--- src/rtl/sm_pkg.sv ---
// sm_pkg: shared definitions for the stack-machine operand stack.
//   op_e     - engine operation encodings (NOP/PUSH/POP/illegal)
//   state_e  - arbiter ownership state
//   SM_*     - default datapath sizing, shared with the SM datapath
package sm_pkg;

  localparam int SM_WIDTH    = 20;
  localparam int SM_DEPTH    = 8;
  localparam int SM_LOCK_MAX = 8;

  typedef enum logic [1:0] {
    OP_NOP  = 2'b00,
    OP_PUSH = 2'b01,
    OP_POP  = 2'b10,
    OP_ILL  = 2'b11
  } op_e;

  typedef enum logic [1:0] {
    ARB    = 2'b00,
    LOCK_A = 2'b01,
    LOCK_B = 2'b10
  } state_e;

endpackage

--- src/rtl/sm_stack_arbiter_if.sv ---
// sm_stack_arbiter_if: one engine's request/response channel to the stack.
//   req/lock/op/wdata  - engine -> arbiter (operation request)
//   gnt                - arbiter -> engine, combinational ready
//   ack/err/rdata      - arbiter -> engine, registered response
// master: instruction engine side; slave: arbiter side.
interface sm_stack_arbiter_if #(
  parameter int WIDTH = sm_pkg::SM_WIDTH
);
  logic             req;
  logic             lock;
  logic [1:0]       op;
  logic [WIDTH-1:0] wdata;
  logic             gnt;
  logic             ack;
  logic             err;
  logic [WIDTH-1:0] rdata;

  modport master (output req, lock, op, wdata, input gnt, ack, err, rdata);
  modport slave  (input req, lock, op, wdata, output gnt, ack, err, rdata);
endinterface

--- src/rtl/sm_stack_core.sv ---
// sm_stack_core: LIFO storage and occupancy counter, no arbitration.
//   push/pop  - strobes (ignored when full/empty respectively)
//   wdata     - push data
//   rdata     - current top of stack (combinational, valid when !empty)
//   count     - occupancy; full/empty decode it
module sm_stack_core
  import sm_pkg::*;
#(
  parameter int WIDTH = SM_WIDTH,
  parameter int DEPTH = SM_DEPTH
) (
  input  logic                       clk,
  input  logic                       rst,
  input  logic                       push,
  input  logic                       pop,
  input  logic [WIDTH-1:0]           wdata,
  output logic [WIDTH-1:0]           rdata,
  output logic [$clog2(DEPTH+1)-1:0] count,
  output logic                       full,
  output logic                       empty
);
  localparam int CW = $clog2(DEPTH+1);
  localparam int AW = (DEPTH > 1) ? $clog2(DEPTH) : 1;

  logic [WIDTH-1:0] mem [DEPTH];
  logic [CW-1:0]    top_ptr;

  // count-1 wraps when empty; rdata is then garbage but never consumed.
  assign top_ptr = count - CW'(1);
  assign rdata   = mem[top_ptr[AW-1:0]];
  assign full    = (count == CW'(DEPTH));
  assign empty   = (count == '0);

  always_ff @(posedge clk) begin
    if (rst)                count <= '0;
    else if (push && !full) count <= count + CW'(1);
    else if (pop && !empty) count <= count - CW'(1);
  end

  // Storage is intentionally not reset.
  always_ff @(posedge clk) begin
    if (push && !full) mem[count[AW-1:0]] <= wdata;
  end

endmodule

--- src/rtl/sm_stack_arbiter.sv ---
// sm_stack_arbiter: two-port round-robin arbiter with optional ownership lock
// in front of a shared LIFO operand stack.
//   clk, rst   - clock, synchronous active-high reset
//   a, b       - engine channels (sm_stack_arbiter_if.slave)
//   lock_to    - one-cycle pulse after a lock timeout forced release
//   count      - stack occupancy; full/empty decode it
module sm_stack_arbiter
  import sm_pkg::*;
#(
  parameter int WIDTH    = SM_WIDTH,
  parameter int DEPTH    = SM_DEPTH,
  parameter int LOCK_MAX = SM_LOCK_MAX
) (
  input  logic                       clk,
  input  logic                       rst,
  sm_stack_arbiter_if.slave          a,
  sm_stack_arbiter_if.slave          b,
  output logic                       lock_to,
  output logic [$clog2(DEPTH+1)-1:0] count,
  output logic                       full,
  output logic                       empty
);
  localparam int LCW = $clog2(LOCK_MAX+1);

  // Index 0 = port A, index 1 = port B.
  logic [1:0]            req, lock, gnt, xfer;
  logic [1:0][1:0]       op;
  logic [1:0][WIDTH-1:0] wdata;

  state_e         state;
  logic           rr;        // 0: A has priority, 1: B has priority
  logic [LCW-1:0] lock_cnt;

  logic [1:0]            ack_q, err_q;
  logic [1:0][WIDTH-1:0] rdata_q;

  logic             sel, any, sel_lock, owner, tmo, push, pop, op_err;
  op_e              sel_op;
  logic [WIDTH-1:0] top;

  assign req   = {b.req,   a.req};
  assign lock  = {b.lock,  a.lock};
  assign op    = {b.op,    a.op};
  assign wdata = {b.wdata, a.wdata};

  assign a.gnt   = gnt[0];
  assign b.gnt   = gnt[1];
  assign a.ack   = ack_q[0];
  assign b.ack   = ack_q[1];
  assign a.err   = err_q[0];
  assign b.err   = err_q[1];
  assign a.rdata = rdata_q[0];
  assign b.rdata = rdata_q[1];

  assign owner = (state == LOCK_B);
  assign tmo   = (state != ARB) && (lock_cnt == LCW'(LOCK_MAX));

  always_comb begin
    gnt = '0;
    if (!rst) begin
      case (state)
        ARB: begin
          if (req[0] && (!req[1] || !rr)) gnt[0] = 1'b1;
          else if (req[1])                gnt[1] = 1'b1;
        end
        LOCK_A:  gnt[0] = !tmo;
        LOCK_B:  gnt[1] = !tmo;
        default: gnt    = '0;
      endcase
    end
  end

  // gnt is one-hot at most, so a single mux selects the transferring port.
  assign xfer     = req & gnt;
  assign any      = |xfer;
  assign sel      = xfer[1];
  assign sel_op   = op_e'(op[sel]);
  assign sel_lock = lock[sel];

  assign push   = any && (sel_op == OP_PUSH) && !full;
  assign pop    = any && (sel_op == OP_POP)  && !empty;
  assign op_err = ((sel_op == OP_PUSH) && full)  ||
                  ((sel_op == OP_POP)  && empty) ||
                  (sel_op == OP_ILL);

  sm_stack_core #(.WIDTH(WIDTH), .DEPTH(DEPTH)) u_core (
    .clk   (clk),
    .rst   (rst),
    .push  (push),
    .pop   (pop),
    .wdata (wdata[sel]),
    .rdata (top),
    .count (count),
    .full  (full),
    .empty (empty)
  );

  always_ff @(posedge clk) begin
    if (rst) begin
      state    <= ARB;
      rr       <= 1'b0;
      lock_cnt <= '0;
      ack_q    <= '0;
      err_q    <= '0;
      rdata_q  <= '0;
      lock_to  <= 1'b0;
    end else begin
      ack_q   <= xfer;
      err_q   <= xfer & {2{op_err}};
      lock_to <= tmo;
      for (int i = 0; i < 2; i++)
        rdata_q[i] <= (xfer[i] && pop) ? top : '0;

      case (state)
        ARB: begin
          if (any) begin
            rr <= ~sel;
            if (sel_lock) begin
              state    <= sel ? LOCK_B : LOCK_A;
              lock_cnt <= '0;
            end
          end
        end
        LOCK_A, LOCK_B: begin
          lock_cnt <= lock_cnt + LCW'(1);
          // Timeout wins over a voluntary release in the same cycle so the
          // lock_to pulse is never lost.
          if (tmo || (!lock[owner] && (xfer[owner] || !req[owner]))) begin
            state    <= ARB;
            rr       <= ~owner;
            lock_cnt <= '0;
          end
        end
        default: state <= ARB;
      endcase
    end
  end

endmodule

--- src/flat_wrapper.sv ---
// flat-port wrapper written by rule: the top's interface ports become plain ports
module sm_stack_arbiter_flat import sm_pkg::*;
#(
  parameter int WIDTH    = SM_WIDTH,
  parameter int DEPTH    = SM_DEPTH,
  parameter int LOCK_MAX = SM_LOCK_MAX
)
  (clk, rst, lock_to, count, full, empty, a_req, a_lock, a_op, a_wdata, a_gnt, a_ack, a_err, a_rdata, b_req, b_lock, b_op, b_wdata, b_gnt, b_ack, b_err, b_rdata);
  sm_stack_arbiter_if #(.WIDTH(WIDTH)) a_i ();
  sm_stack_arbiter_if #(.WIDTH(WIDTH)) b_i ();
  input  logic clk;
  input  logic rst;
  output logic lock_to;
  output logic [$clog2(DEPTH+1)-1:0] count;
  output logic full;
  output logic empty;
  input wire logic [$bits(a_i.req)-1:0] a_req;
  input wire logic [$bits(a_i.lock)-1:0] a_lock;
  input wire logic [$bits(a_i.op)-1:0] a_op;
  input wire logic [$bits(a_i.wdata)-1:0] a_wdata;
  output wire logic [$bits(a_i.gnt)-1:0] a_gnt;
  output wire logic [$bits(a_i.ack)-1:0] a_ack;
  output wire logic [$bits(a_i.err)-1:0] a_err;
  output wire logic [$bits(a_i.rdata)-1:0] a_rdata;
  input wire logic [$bits(b_i.req)-1:0] b_req;
  input wire logic [$bits(b_i.lock)-1:0] b_lock;
  input wire logic [$bits(b_i.op)-1:0] b_op;
  input wire logic [$bits(b_i.wdata)-1:0] b_wdata;
  output wire logic [$bits(b_i.gnt)-1:0] b_gnt;
  output wire logic [$bits(b_i.ack)-1:0] b_ack;
  output wire logic [$bits(b_i.err)-1:0] b_err;
  output wire logic [$bits(b_i.rdata)-1:0] b_rdata;
  assign a_i.req = a_req;
  assign a_i.lock = a_lock;
  assign a_i.op = a_op;
  assign a_i.wdata = a_wdata;
  assign a_gnt = a_i.gnt;
  assign a_ack = a_i.ack;
  assign a_err = a_i.err;
  assign a_rdata = a_i.rdata;
  assign b_i.req = b_req;
  assign b_i.lock = b_lock;
  assign b_i.op = b_op;
  assign b_i.wdata = b_wdata;
  assign b_gnt = b_i.gnt;
  assign b_ack = b_i.ack;
  assign b_err = b_i.err;
  assign b_rdata = b_i.rdata;
  sm_stack_arbiter #(.WIDTH(WIDTH), .DEPTH(DEPTH), .LOCK_MAX(LOCK_MAX)) u_core (.clk(clk), .rst(rst), .a(a_i), .b(b_i), .lock_to(lock_to), .count(count), .full(full), .empty(empty));
endmodule
--- config.mk ---
export PLATFORM = sky130hd
export DESIGN_NAME = sm_stack_arbiter_flat
export DESIGN_NICKNAME = d
export VERILOG_FILES = /design/src/rtl/sm_pkg.sv /design/src/rtl/sm_stack_arbiter_if.sv /design/src/rtl/sm_stack_core.sv /design/src/rtl/sm_stack_arbiter.sv /design/src/flat_wrapper.sv
export SDC_FILE = /design/constraint.sdc
export NUM_CORES = 1
export LEC_CHECK = 0
export BUFFER_PORTS_ARGS = -buffer_cell sky130_fd_sc_hd__buf_2
export CELL_PAD_IN_SITES_DETAIL_PLACEMENT = 1
export CELL_PAD_IN_SITES_GLOBAL_PLACEMENT = 2
export CORE_MARGIN = 4
export CORE_UTILIZATION = 42
export DETAILED_ROUTE_END_ITERATION = 6
export PLACE_DENSITY_LB_ADDON = 0.1
export SLEW_MARGIN = 10
export SYNTH_ARGS = -nofsm -noshare
export SYNTH_HDL_FRONTEND = slang
export SYNTH_SLANG_ARGS = --single-unit
--- constraint.sdc ---
create_clock -name clk -period 5.05 [get_ports clk]
set_input_delay 0.2525 -clock clk [delete_from_list [all_inputs] [get_ports clk]]
set_output_delay 0.2525 -clock clk [all_outputs]
set_load 0.05 [all_outputs]
==> insert_results.sql <==
INSERT INTO impl_metrics (metric_group, metric, value, unit) VALUES
('setup_path', 'r2r.worst_path.cells', '9', ''),
('yosys', 'synth.avg_cell_area', '15.95', 'um^2'),
('min_path', 'worst_hold_path.num_cells', '3', ''),
('power_and_ir_drop', 'power.internal', '3.610', 'mW'),
('cells_and_area', 'finalNetCount', '699', ''),
('global_route', 'grt_max_degree', '49', ''),
('die', 'die_x', '149.2', 'um'),
('timing', 'achievable-frequency', '0.2917', 'GHz'),
('global_route', 'gr-usage-met1', '21.56', '%'),
('clock_network', 'cts.repair_timing.setup_buffer_count', '0', ''),
('setup_path', 'critical_path.cell_chain', 'inv_1, ha_1, nand4bb_4, a32oi_4, buf_4, nand3_1, a21oi_4, o21ai_1, mux2_1', ''),
('yosys', 'synth_common_cells', 'edfxtp_1 (160), nand2_1 (77), dfxtp_1 (56)', ''),
('yosys', 'synth_edf_count', '160', ''),
('cells_and_area', 'antenna_cells', '0', ''),
('route', 'drtIter0Drc', '210', ''),
('setup_path', 'cpLargestDelayFamily', 'compound AO/OA/AOI/OAI gates', ''),
('global_route', 'grt_first_pass_wirelength', '28900', 'um'),
('setup_path', 'criticalPathCategory', 'flop to flop', ''),
('yosys', 'synth-seq-area-share', '70.77', '%'),
('global_route', 'use_met2', '29.96', '%'),
('die', 'design.core.area', '0.01953', 'mm^2'),
('timing', 'fin_worst_skew', '0.01042', 'ns'),
('yosys', 'dominantRegCellSynth', 'edfxtp_1', ''),
('global_route', 'busiest_grt_layer', 'met2', ''),
('setup_path', 'critical_path.max_fanout', '32', ''),
('die', 'area_of_the_die', '0.02226', 'mm^2'),
('setup_path', 'delay_of_the_slowest_critical_path_stage', '0.72', 'ns'),
('yosys', 'yosysUniqueCellTypes', '55', ''),
('clock_network', 'htree_num_levels', '1', ''),
('place', 'placedCellCount', '880', ''),
('power_and_ir_drop', 'cellLeakagePower', '3.781', 'nW'),
('global_route', 'globalRouteOverflowTotal', '0', ''),
('place', 'dpl.hpwl', '11570', 'um'),
('global_route', 'global_route.usage.total', '16.84', '%'),
('route', 'drt_wl_total', '18370', 'um'),
('status', 'outcome', 'finished clean', ''),
('yosys', 'syn_inst', '525', ''),
('die', 'initial_core_util', '42.88', '%'),
('route', 'via_per_inst', '5.133', ''),
('yosys', 'synthTopCellsByArea', 'edfxtp_1 (57%), dfxtp_1 (13%), mux4_2 (11%)', ''),
('timing', 'setup_viol', '0', ''),
('global_route', 'met3_usage', '3.069', '%'),
('cells_and_area', 'area_growth_syn_to_layout', '19.96', '%'),
('route', 'drcViolationCount', '0', ''),
('route', 'wire_per_inst', '19.90', 'um'),
('route', 'num_vias', '4738', ''),
('clock_network', 'clk_transition_reported_paths', '0.06', 'ns'),
('clock_network', 'clock_sinks', '216', ''),
('power_and_ir_drop', 'maximum_vdd_ir_drop', '0.2901', 'mV'),
('setup_path', 'worstPathArrival', '3.82', 'ns'),
('power_and_ir_drop', 'total_switching_power', '1.524', 'mW'),
('cells_and_area', 'final_area', '0.01004', 'mm^2'),
('yosys', 'yosysTopAreaCell', 'edfxtp_1', ''),
('place', 'port_buffers', '102', ''),
('clock_network', 'clock_insertion_delay_at_the_later_pin_of_the_skew_report', '0.51', 'ns'),
('clock_network', 'cts_root_buf', 'clkbuf_16', ''),
('clock_network', 'clk_path_buf_depth', '3', ''),
('power_and_ir_drop', 'p_clk_share', '33.0', '%'),
('timing', 'slew_at_the_pin_with_the_worst_max_slew_slack', '1.120', 'ns'),
('setup_path', 'cp-start-kind', 'flop', ''),
('clock_network', 'cts_tree', 'yes', ''),
('cells_and_area', 'finish.cell_count_without_fillers', '923', ''),
('yosys', 'yosys.cell_count.top_type', 'edfxtp_1', ''),
('global_route', 'grt_pass1_vias', '5165', ''),
('die', 'io-pin-count', '103', ''),
('die', 'std_cell_rows', '51', ''),
('clock_network', 'holdBufCountCts', '0', ''),
('place', 'place_area', '0.009264', 'mm^2'),
('timing', 'min_cycle_time_layout', '3.429', 'ns'),
('yosys', 'syn_area', '0.008373', 'mm^2'),
('timing', 'timing.final.crit_share', '67.90', '%');
-- path summary, 6_finish.rpt --
kind | slack (ns) | start | endpoint
min | 0.03 | b_op[0] | u_core.err_q[1]$_SDFF_PP0_
max reg2reg | 1.62 | u_core.state[0]$_SDFFE_PP0P_ | u_core.u_core.count[3]$_SDFFE_PP0P_
min reg2reg | 0.51 | u_core.lock_cnt[0]$_SDFFE_PP0P_ | u_core.lock_cnt[0]$_SDFFE_PP0P_
max | 1.62 | u_core.state[0]$_SDFFE_PP0P_ | u_core.u_core.count[3]$_SDFFE_PP0P_
-- metrics by stage --
step / TNS, ns / utilization (%) / hold slack, ns / worst slack, ns / total power [mW]
final: 0 / 51.44 / 0.03276 / 1.621 / 5.134
after global routing: 0 / 51.44 / 0.04572 / 1.381 / 5.408
after CTS: 0 / 51.44 / 0.01833 / 1.532 / 5.221
after detailed placement: 0 / 47.44 / 0.4909 / 1.535 / 3.506
after global placement: 0 / 47.44 / 0.4775 / 1.764 / 3.471
after floorplan: -0.01181 / - / 0.3955 / -0.0003264 / 3.160
-- logic make-up (layout without fill, tap and decap cells) --
kind of cell               count (synthesis)  count (layout)  share of synthesized area [%]
muxes                                     64              64                          13.67
AOI/OAI and AO/OA                         33              33                          3.407
DFF                                      216             216                          70.77
and+or+nand+nor                          167             167                          8.892
xor gates and xnor gates                   2               2                         0.2092
buffers and inverters                     35             168                          1.853
adders and majority gates                  8               8                          1.196
-- flip-flops by register name, indices dropped and copies added, names as in the netlist --
| name | flops |
|---|---|
| u_core.lock_cnt | 4 |
| u_core.lock_to | 1 |
| u_core.err_q | 2 |
| u_core.a.rdata | 20 |
| u_core.ack_q | 2 |
| u_core.rr | 1 |
| u_core.b.rdata | 20 |
| u_core.u_core.count | 4 |
| u_core.state | 2 |
| u_core.u_core.mem | 160 |
-- worst min-delay path: cells and delay by family --
family	cells	cell delay, ns
simple gates	1	0.07
buf+inv	1	0.11
compound gates	1	0.06
-- final cells by class --
cell class,count,area (um^2)
Tap cell,265,331.6
Clock buffer,34,689.4
Inverter,9,33.78
Multi-Input combinational cell,274,2354
Timing Repair Buffer,116,615.6
Fill cell,1956,9482
Clock inverter,9,91.34
Sequential cell,216,5929
-- metal layers --
metal	part of all wire, %	vias to the layer above	wire length, um
li1	-	2210	-
met1	42	2411	7766
met2	52	97	9465
met3	4.7	20	870
met4	1.4	0	263
met5	0	-	0
-- power groups by stage --
stage	logic, mW	clock network [mW]	registers (mW)
finish	1.35	1.69	2.09
global route	1.49	1.82	2.10
global placement	1.35	0	2.12
floorplan	0.961	0	2.20
detailed placement	1.38	0	2.12
CTS	1.39	1.75	2.09
-- cell usage in the layout (no fill, tap or decap), types with 2 or more instances in the layout --
| master | count |
|---|---|
| nor3_1 | 2 |
| buf_2 | 102 |
| clkbuf_8 | 3 |
| a31oi_1 | 3 |
| nor3_2 | 4 |
| edfxtp_1 | 160 |
| nand2_1 | 77 |
| and3_1 | 2 |
| o22ai_1 | 2 |
| nor4_2 | 2 |
| and3b_1 | 2 |
| o211ai_1 | 3 |
| bufinv_16 | 2 |
| clkbuf_16 | 25 |
| dfxtp_1 | 55 |
| mux2i_1 | 21 |
| nor2_1 | 50 |
| clkbuf_1 | 6 |
| nor2_2 | 3 |
| inv_1 | 8 |
| buf_4 | 14 |
| nand2b_1 | 3 |
| ha_1 | 7 |
| mux2_2 | 2 |
| mux4_2 | 40 |
| nand3_1 | 8 |
| a22oi_1 | 2 |
| o21ai_0 | 2 |
| nor2b_1 | 3 |
| clkinv_1 | 3 |
| clkinv_2 | 4 |
| nor3b_1 | 5 |
| a21oi_1 | 5 |
Power figures use the tool's default switching activity.
